<file path="src/rtl/xalulite_win_pkg.sv">
// Shared function codes and helpers for the windowed lite ALU (xalulite_win).
package xalulite_win_pkg;

   localparam int ALULITE_FNS_W = 4;

   typedef enum logic [ALULITE_FNS_W-1:0] {
      ALULITE_OR       = 4'd0,
      ALULITE_AND      = 4'd1,
      ALULITE_CMP_SIG  = 4'd2,
      ALULITE_MUX      = 4'd3,
      ALULITE_SUB      = 4'd4,
      ALULITE_ADD      = 4'd5,
      ALULITE_MAX      = 4'd6,
      ALULITE_MIN      = 4'd7,
      ALULITE_ABS_DIFF = 4'd8
   } alulite_fns_e;

   // Functions whose self-loop accumulation is seeded from operand B on a window's first sample.
   function automatic logic loads_first(input alulite_fns_e f);
      return f inside {ALULITE_ADD, ALULITE_OR, ALULITE_AND, ALULITE_MAX, ALULITE_MIN};
   endfunction

endpackage

</file>
<file path="src/rtl/xalulite_win_addsub.sv">
// DATA_W+1-bit signed adder/subtractor shared by the xalulite_win arithmetic functions.
// Saturating result when XALULITE_WIN_SAT_EN is defined, wrap-around otherwise.
module xalulite_addsub #(
   parameter int DATA_W = 32
) (
   input  logic [DATA_W-1:0] a,
   input  logic [DATA_W-1:0] b,
   input  logic              sub,
   output logic [DATA_W:0]   wide,
   output logic [DATA_W-1:0] sum,
   output logic              sign,
   output logic              ovf
);

   logic [DATA_W:0] ax;
   logic [DATA_W:0] bx;

   assign ax   = {a[DATA_W-1], a};
   assign bx   = {b[DATA_W-1], b};
   // sub computes b - a, matching SUB/CMP_SIG operand order
   assign wide = sub ? (bx - ax) : (ax + bx);
   assign sign = wide[DATA_W];
   assign ovf  = wide[DATA_W] ^ wide[DATA_W-1];

`ifdef XALULITE_WIN_SAT_EN
   always_comb begin
      sum = wide[DATA_W-1:0];
      if (ovf)
         sum = sign ? {1'b1, {(DATA_W-1){1'b0}}} : {1'b0, {(DATA_W-1){1'b1}}};
   end
`else
   assign sum = wide[DATA_W-1:0];
`endif

endmodule

</file>
<file path="src/rtl/xalulite_win.sv">
// Two-stage windowed lite ALU with self-loop accumulator restarting every `period` samples.
// Optional saturation of ADD/SUB/ABS_DIFF with XALULITE_WIN_SAT_EN.
module xalulite_win
   import xalulite_win_pkg::*;
#(
   parameter int DATA_W = 32,
   parameter int CNT_W  = 16
) (
   input  logic                     clk,
   input  logic                     rst,
   input  logic                     run,
   input  logic                     en,
   input  logic [DATA_W-1:0]        in1,
   input  logic [DATA_W-1:0]        in2,
   output logic [DATA_W-1:0]        out,
   output logic                     out_valid,
   output logic                     out_last,
   input  logic                     self_loop,
   input  logic [ALULITE_FNS_W-1:0] fns,
   input  logic [CNT_W-1:0]         period
);

   localparam logic [DATA_W-1:0] ONE  = DATA_W'(1);
   localparam logic [DATA_W-1:0] MAXP = {1'b0, {(DATA_W-1){1'b1}}};

   logic [DATA_W-1:0] in1_r;
   logic [DATA_W-1:0] in2_r;
   logic              en_r;
   logic              first_r;

   logic [CNT_W-1:0]  cnt;
   logic              pend;

   alulite_fns_e      fn;
   logic              first_eff;
   logic [DATA_W-1:0] op_a;
   logic [DATA_W:0]   wide;
   logic [DATA_W-1:0] sum;
   logic              sign;
   logic              ovf_unused;
   logic [DATA_W-1:0] abs_v;
   logic [DATA_W-1:0] res;
   logic [CNT_W-1:0]  cnt_base;
   logic [CNT_W-1:0]  cnt_inc;
   logic              win_end;

   always_ff @(posedge clk) begin
      if (rst) begin
         in1_r   <= '0;
         in2_r   <= '0;
         en_r    <= 1'b0;
         first_r <= 1'b0;
      end else begin
         in1_r   <= in1;
         in2_r   <= in2;
         en_r    <= en;
         first_r <= run;
      end
   end

   // first_r carries the run pulse; pend carries window-close restarts decided in stage 2,
   // so a sample already in stage 1 when the window closes is still seen as first.
   assign first_eff = first_r | pend;
   assign fn        = alulite_fns_e'(fns);
   assign op_a      = self_loop ? out : in1_r;

   xalulite_addsub #(.DATA_W(DATA_W)) u_addsub (
      .a    (op_a),
      .b    (in2_r),
      .sub  (fn != ALULITE_ADD),
      .wide (wide),
      .sum  (sum),
      .sign (sign),
      .ovf  (ovf_unused)
   );

   assign abs_v = sign ? (~wide[DATA_W-1:0] + ONE) : wide[DATA_W-1:0];

   always_comb begin
      res = '0;
      case (fn)
         ALULITE_OR:      res = op_a | in2_r;
         ALULITE_AND:     res = op_a & in2_r;
         ALULITE_ADD:     res = sum;
         ALULITE_SUB:     res = sum;
         ALULITE_MAX:     res = sign ? op_a : in2_r;
         ALULITE_MIN:     res = sign ? in2_r : op_a;
         ALULITE_MUX:     res = in1_r[DATA_W-1] ? in2_r : (self_loop ? out : '0);
         ALULITE_CMP_SIG: res = {sign, wide[DATA_W-2:0]};
`ifdef XALULITE_WIN_SAT_EN
         ALULITE_ABS_DIFF: res = abs_v[DATA_W-1] ? MAXP : abs_v;
`else
         ALULITE_ABS_DIFF: res = abs_v;
`endif
         default:         res = '0;
      endcase
      if (self_loop && first_eff && loads_first(fn))
         res = in2_r;
   end

   always_comb begin
      cnt_base = first_eff ? '0 : cnt;
      cnt_inc  = cnt_base + CNT_W'(1);
      win_end  = (period != '0) && (cnt_inc == period);
   end

   always_ff @(posedge clk) begin
      if (rst) begin
         out       <= '0;
         out_valid <= 1'b0;
         out_last  <= 1'b0;
         cnt       <= '0;
         pend      <= 1'b1;
      end else begin
         out_valid <= en_r;
         out_last  <= en_r & win_end;
         if (en_r) begin
            out  <= res;
            cnt  <= win_end ? '0 : cnt_inc;
            pend <= win_end;
         end else if (first_r) begin
            cnt  <= '0;
            pend <= 1'b1;
         end
      end
   end

endmodule

</file>
<file path="config.mk">
export PLATFORM = sky130hd
export DESIGN_NAME = xalulite_win
export DESIGN_NICKNAME = d
export VERILOG_FILES = /design/src/rtl/xalulite_win_pkg.sv /design/src/rtl/xalulite_win_addsub.sv /design/src/rtl/xalulite_win.sv
export SDC_FILE = /design/constraint.sdc
export NUM_CORES = 1
export LEC_CHECK = 0
export BUFFER_PORTS_ARGS = -buffer_cell sky130_fd_sc_hd__buf_4
export CORE_MARGIN = 4
export CORE_UTILIZATION = 54
export CTS_CLUSTER_DIAMETER = 40
export DETAILED_ROUTE_END_ITERATION = 10
export PLACE_DENSITY = 0.78
export SLEW_MARGIN = 20
export SYNTH_ARGS = -nofsm -noshare
export SYNTH_HDL_FRONTEND = slang
export SYNTH_SLANG_ARGS = --single-unit
</file>
<file path="constraint.sdc">
create_clock -name clk -period 8.5 [get_ports clk]
set_clock_uncertainty 0.2 [all_clocks]
set_input_delay 1.7 -clock clk [delete_from_list [all_inputs] [get_ports clk]]
set_output_delay 1.7 -clock clk [all_outputs]
set_load 0.02 [all_outputs]
</file>
==> results.ini, run 1 <==
[synthesis]
ys_ff_latch=117
synth_top_cell_by_area=dfxtp_1
postSynthAreaPerCell_sq_um=7.60
syn-cell-area_sq_um=9860
syn_nets=1424
synth.yosys.seq_area_share=0.238
synth_cell_types=97
synth.top_cell.area_share=0.238
synth-edff-count=0
synth_flop_cell=dfxtp_1
synth_area_leaders=dfxtp_1 (24%), a21oi_1 (5.6%), xnor2_1 (5.3%)
synth_most_common_cell=dfxtp_1
synthArstFlopShare=0
syn_inst=1297
ys.warnings.count=0
synthTopCellsByCount=dfxtp_1 (117), a21oi_1 (110), nor2_1 (110), nand2_1 (108), o21ai_0 (83)

[detailed_routing]
drt_first_iter_violations=1380
drc=0
avgRoutedWirePerCell_um=22.2
wl_met3_um=3380
firstDrtPassIters=6
drt-total-wl_um=36200
wl_met2_um=16500
viasPerCell=6.68
vias=10907
antenna_left=0
highest_layer=met4
wl_met1_um=14500

[sta]
timing.hold.ws_ps=313
fmax_mhz=123
worst_slew_pin_slew_ps=1220
drv_slew=0
relSlewSlack=0.183
fin_crit_sh=0.953
setup_viol=0
finalCriticalPeriod_ps=8100
hold_viol=0
rsz0062_at_grt=false
setup_tns_ps=0
setup_ws_ps=400

[grt]
grt_max_degree=66
grt_pass1_wl_um=55900
grt_pass1_vias=10335
grt_usage=0.348
grt.overflow.total=0
antenna_found_initial=0

[critical_path]
crit_slowest_cell=a21oi_2
crit_fanout=19
worstPathArrival_ps=8190
cp_num_cells=25
crit_path_end=out[10]
end_kind=register
reg2reg_slack_ps=1620
crit_path_start_kind=input port
r2r-start=out[1]
worstPathRequired_ps=8590
crit_start=self_loop
r2r_end=out[10]
critPathKind=in2reg
crit_top_cell=buf_4
critPathTopFamily=compound AO/OA/AOI/OAI gates
worst-path-buf-inv=4
cp_slowest_stage_delay_ps=840
rr_worst_depth=24

[place]
port_buffers=122
gp_congestion=1.05
placed_cell_area_sq_um=11000
pre_cts_ws_ps=276
dp.final_hpwl_um=26500

[finish]
area_growth_pct=17.7
design_area_sq_um=11600
multiInputGateArea_sq_um=7140
regArea_sq_um=2340
final_util=0.646
n_fill_cell=1602
drive_above_1_share=0.161
nets=1520
diodes=0

[clock_network]
cts_resized=0
cts_buffers=17
insertion_delay_ps=440
cts.sinks=117
cts_tree=built
holdBufCountCts=0
cts_max_level=4
cts_root_buf=clkbuf_16
cts_max_path_buffers=2
post_cts_buffers=0
clkSlewWorstSetupHoldPaths_ps=60

[die]
fp.dieW_um=143
initial_utilization=0.549
ioPinCount=123
rows=49
dieHeight_um=143
core_region_area_sq_um=18000
die_area_sq_um=20500

[min_path]
hp-class=reg2reg

[power]
cellLeakagePower_nw=4.54
ir_drop_v=0.000154
pwr_density_cell_nw_per_um2=184

[flow_run]
maxCapViolations=0

[outcome]
status=finished, final reports clean

how the worst min path moves through the flow:
stage                     slack, ps       from  cells past startpoint       to
final                           310    cnt[15]                      2  cnt[15]
after global placement          290    cnt[15]                      2  cnt[15]
after global routing            340    out[31]                      2  out[31]
after CTS                       310    cnt[15]                      2  cnt[15]
after floorplan                 270  in2_r[20]                      2  out[20]
after detailed placement        300    cnt[15]                      2  cnt[15]
cells by family after synthesis:
family	share of synthesized area
adders and majority gates	0.0510
xor gates and xnor gates	0.0964
buffers and inverters	0.0420
DFF	0.238
muxes	0.0372
and+or+nand+nor	0.251
AOI/OAI and AO/OA	0.285
state kept, by name, summed over array words and instances, names as in the netlist:
signal and flops:
out_last 1, out_valid 1, en_r 1, in2_r 32, first_r 1, cnt 16, pend 1, in1_r 32
out 32
layout make-up:
type                    count  area share
clock buffers              20      0.0385
clock inverters            10     0.00938
inverters                  22     0.00712
multi-input cells        1076       0.616
flip-flops and latches    117       0.202
well taps                 229      0.0247
repair buffers            159       0.103
power breakdown:
part / internal (W) / leakage, nW / switching [W] / total [W]
sequential: 0.000576 / 0.966 / 0.0000320 / 0.000608
combinational: 0.000314 / 3.30 / 0.000504 / 0.000818
clock: 0.000433 / 0.271 / 0.000277 / 0.000709
cell usage in the layout (no fill, tap or decap), types with 12 or more instances in the layout:
cell type | Yosys | layout
a211oi_1 | 30 | 30
a21oi_1 | 110 | 109
a22oi_1 | 12 | 12
a31oi_1 | 14 | 14
and2_1 | 15 | 15
and3_1 | 13 | 13
buf_4 | 1 | 159
clkbuf_16 | 0 | 17
dfxtp_1 | 117 | 117
ha_1 | 37 | 37
inv_1 | 21 | 21
mux2i_1 | 31 | 31
nand2_1 | 108 | 108
nand3_1 | 27 | 27
nand4_1 | 17 | 17
nor2_1 | 110 | 107
nor2b_1 | 74 | 74
nor3_1 | 35 | 35
o21ai_0 | 83 | 83
o221ai_1 | 12 | 12
o31ai_1 | 12 | 12
or3_1 | 16 | 16
xnor2_1 | 60 | 60
xor2_1 | 46 | 46
metrics by stage:
| step | total power [W] | std cells |
|---|---|---|
| 4_1_cts | 0.00211 | 1633 |
| 5_1_grt | 0.00222 | 1633 |
| 3_3_place_gp | 0.00141 | 1603 |
| 3_5_place_dp | 0.00140 | 1603 |
| 6_report | 0.00214 | 1633 |
| 2_1_floorplan | 0.00116 | 1297 |
routing by layer:
metal  vias up  global-route usage
met3       141              0.0626
met2       685               0.564
li1       5013                   -
met4         0               0.173
met5         -                   0
met1      5068               0.446
worst min-delay path, delay by kind of cell, from the launching register on:
kind               cells  cell delay, ps
DFF                    1             340
AOI/OAI and AO/OA      1              60
and+or+nand+nor        1              80
Power figures use the tool's default switching activity.
==> run 2: changes to the inputs <==
Settings changed: ABC_AREA set to 1, CORE_UTILIZATION 54 to 60, PLACE_DENSITY 0.78 to 0.81.
Clock period 8.5 ns to 8.4 ns, I/O delays scaled along.
==> run 2 against run 1 <==
Synthesized area up 25%. First-iteration DRC count up 34%. Worst hold slack worse by 46 ps. Non-clock buffer count down 29. Critical path depth up 4. Die area up 12%. Routed wire length up 20%. Largest cell class unchanged. Count of clock-buffer cells in the layout down 2. Synthesized cell count up 73%. Critical endpoint is now out[13]. Via count up 35%. Final cell count up 59%. Critical path type unchanged.
==> results.ini, run 2 <==
[critical_path]
reg2reg_slack_ps=2820  ; +1200 ps
worstPathRequired_ps=8520  ; -70 ps
rr_worst_depth=27  ; +13%
worstPathArrival_ps=7260  ; -930 ps
critPathKind=in2reg
end_kind=register
cp_slowest_stage_delay_ps=560  ; -280 ps
r2r-start=out[1]
crit_slowest_cell=nand2_4
crit_path_start_kind=input port
r2r_end=out[13]
crit_fanout=68  ; +49

[finish]
layout_commonest_cell=nand2_1
top_regs=in1_r x32, in2_r x32, out x32
area_growth_pct=12.5
final_util=0.687  ; +0.0410
nets=2441  ; +61%
diodes=0  ; unchanged
final_cell_mix=nand2_1 (654), inv_1 (429), nor2_1 (234)
drive_above_1_share=0.101  ; -0.0600

[detailed_routing]
viasPerCell=5.69  ; -15%
firstDrtPassIters=9  ; +3
drt-total-wl_um=43600  ; +20%
drc=0  ; unchanged
vias=14772  ; +35%
avgRoutedWirePerCell_um=16.8  ; -24%
antenna_left=0  ; unchanged
drt_first_iter_violations=1851  ; +34%

[sta]
hold_viol=0  ; unchanged
worst_slew_pin_slew_ps=1150  ; -78.0 ps
relSlewSlack=0.235  ; +0.0520
fin_crit_sh=0.850
finalCriticalPeriod_ps=7140
setup_tns_ps=0  ; unchanged
drv_slew=0  ; unchanged
fmax_mhz=140
setup_viol=0  ; unchanged
rsz0062_at_grt=false

[clock_network]
cts_root_buf=clkbuf_16
post_cts_buffers=0  ; unchanged
cts_resized=0  ; unchanged
insertion_delay_ps=440  ; about the same
cts.sinks=117  ; unchanged
holdBufCountCts=0  ; unchanged
cts_max_path_buffers=2  ; unchanged
cts_buffers=17  ; unchanged
cts_tree=built
clkSlewWorstSetupHoldPaths_ps=60  ; about the same
cts_max_level=4  ; unchanged

[grt]
grt.overflow.total=0  ; unchanged
grt_max_degree=85  ; +29%
antenna_found_initial=0  ; unchanged
grt_pass1_vias=13408  ; +30%
grt_pass1_wl_um=68600  ; +23%
grt_usage=0.379  ; +0.0305

[place]
port_buffers=122  ; unchanged
dp.final_hpwl_um=32800  ; +24%
gp_congestion=1.01  ; -3.5%

[die]
ioPinCount=123  ; unchanged
die_area_sq_um=22900  ; +12%
core_region_area_sq_um=20200  ; +13%
dieHeight_um=151  ; +5.8%
rows=52  ; +6.1%
fp.dieW_um=151  ; +5.8%
initial_utilization=0.610  ; +0.0616

[min_path]
hp-class=reg2reg
whs_endpoint=cnt[2]
hold_start=cnt[2]
min_path_cells=2  ; unchanged

[synthesis]
syn_inst=2240  ; +73%
ys.warnings.count=0  ; unchanged
synthTopCellsByCount=nand2_1 (654), inv_1 (429), nor2_1 (237), nand3_1 (195), o21ai_0 (130)
synth.yosys.seq_area_share=0.190  ; -0.0479
synth_flop_cell=dfxtp_1
synth_area_leaders=nand2_1 (20%), dfxtp_1 (19%), inv_1 (13%)
synth_top_cell_by_area=nand2_1
syn_nets=2367  ; +66%
synth_most_common_cell=nand2_1
synth_cell_types=60  ; -38%
ys_ff_latch=117  ; unchanged
postSynthAreaPerCell_sq_um=5.51  ; -27%
synth.top_cell.area_share=0.199  ; -0.0388
synth-edff-count=0  ; unchanged
syn-cell-area_sq_um=12400  ; +25%
synthArstFlopShare=0  ; unchanged

[power]
cellLeakagePower_nw=7.48  ; +65%
pwr_density_cell_nw_per_um2=171  ; -7.2%
ir_drop_v=0.000125  ; -19%

[outcome]
status=finished, final reports clean

[flow_run]
maxCapViolations=0  ; unchanged

-- run 2: changes by cell type after synthesis, sizes merged, moves of 16 or more --
cell,change
a211oi,-31
a21oi,-22
clkbuf,-22
inv,+413
mux2i,-31
nand2,+574
nand3,+171
nand4,+35
nor2,+138
nor2b,-73
nor3,-18
o21ai,+59
or3,-16
xnor2,-52
-- run 2: final cells by class --
class / instances / area [sq um]
multi-input combinational: 1612 / 7980
fill: 1929 / 6330
sequential: 117 / 2340
inverter: 436 / 1640
timing repair buffer: 130 / 976
clock buffer: 18 / 429
tap: 270 / 338
clock inverter: 14 / 189
-- run 2: kinds of logic (layout without fill, tap and decap cells) --
logic type / after synthesis / after routing / synth area share
and+or+nand+nor: 1235 / 1235 / 0.434
buffers and inverters: 511 / 598 / 0.167
AOI/OAI and AO/OA: 289 / 289 / 0.134
DFF: 117 / 117 / 0.190
xor gates and xnor gates: 50 / 50 / 0.0372
adders and majority gates: 38 / 38 / 0.0391
-- run 2: how the worst max path moves through the flow --
stage                          from      end  slack, ps  cells past startpoint
after floorplan           self_loop  out[20]       2580                     34
after global placement    self_loop  out[13]       1040                     29
after detailed placement  self_loop  out[13]        980                     29
after CTS                 self_loop  out[16]       1420                     29
after global routing      self_loop  out[17]        680                     32
final                     self_loop  out[13]       1260                     29
-- run 2: power by group --
part           leakage [nW]  switching [W]  internal (W)  total (W)
Clock                 0.303       0.000321      0.000477   0.000798
Combinational          6.21       0.000668      0.000291   0.000959
Sequential            0.967      0.0000338      0.000584   0.000618
Total                  7.48        0.00102       0.00135    0.00237
-- run 2: worst max-delay path: cells and delay by family --
kind | cells | cell delay (ps)
adders and majority gates | 2 | 590
AOI/OAI and AO/OA | 4 | 710
and+or+nand+nor | 18 | 2930
xor gates and xnor gates | 1 | 130
buffers and inverters | 4 | 1150
-- run 2: routing by layer --
metal | vias to the layer above | wire, um | GRT usage | share of wire
li1 | 7170 | - | - | -
met1 | 6604 | 18000 | 0.525 | 0.41
met2 | 892 | 18600 | 0.580 | 0.43
met3 | 106 | 5790 | 0.101 | 0.13
met4 | 0 | 1180 | 0.104 | 0.027
met5 | - | 0 | 0 | 0
-- run 2: through the flow --
| step | total power, W | hold slack [ps] | setup slack (ps) | std cells | cell area (sq um) |
|---|---|---|---|---|---|
| 6_report | 0.00237 | 267 | 1260 | 2597 | 13900 |
| 5_1_grt | 0.00250 | 287 | 677 | 2597 | 13900 |
| 4_1_cts | 0.00234 | 265 | 1420 | 2597 | 13900 |
| 3_5_place_dp | 0.00155 | 255 | 984 | 2565 | 13300 |
| 3_3_place_gp | 0.00153 | 253 | 1040 | 2565 | 13300 |
| 2_1_floorplan | 0.00130 | 245 | 2580 | 2240 | 12400 |
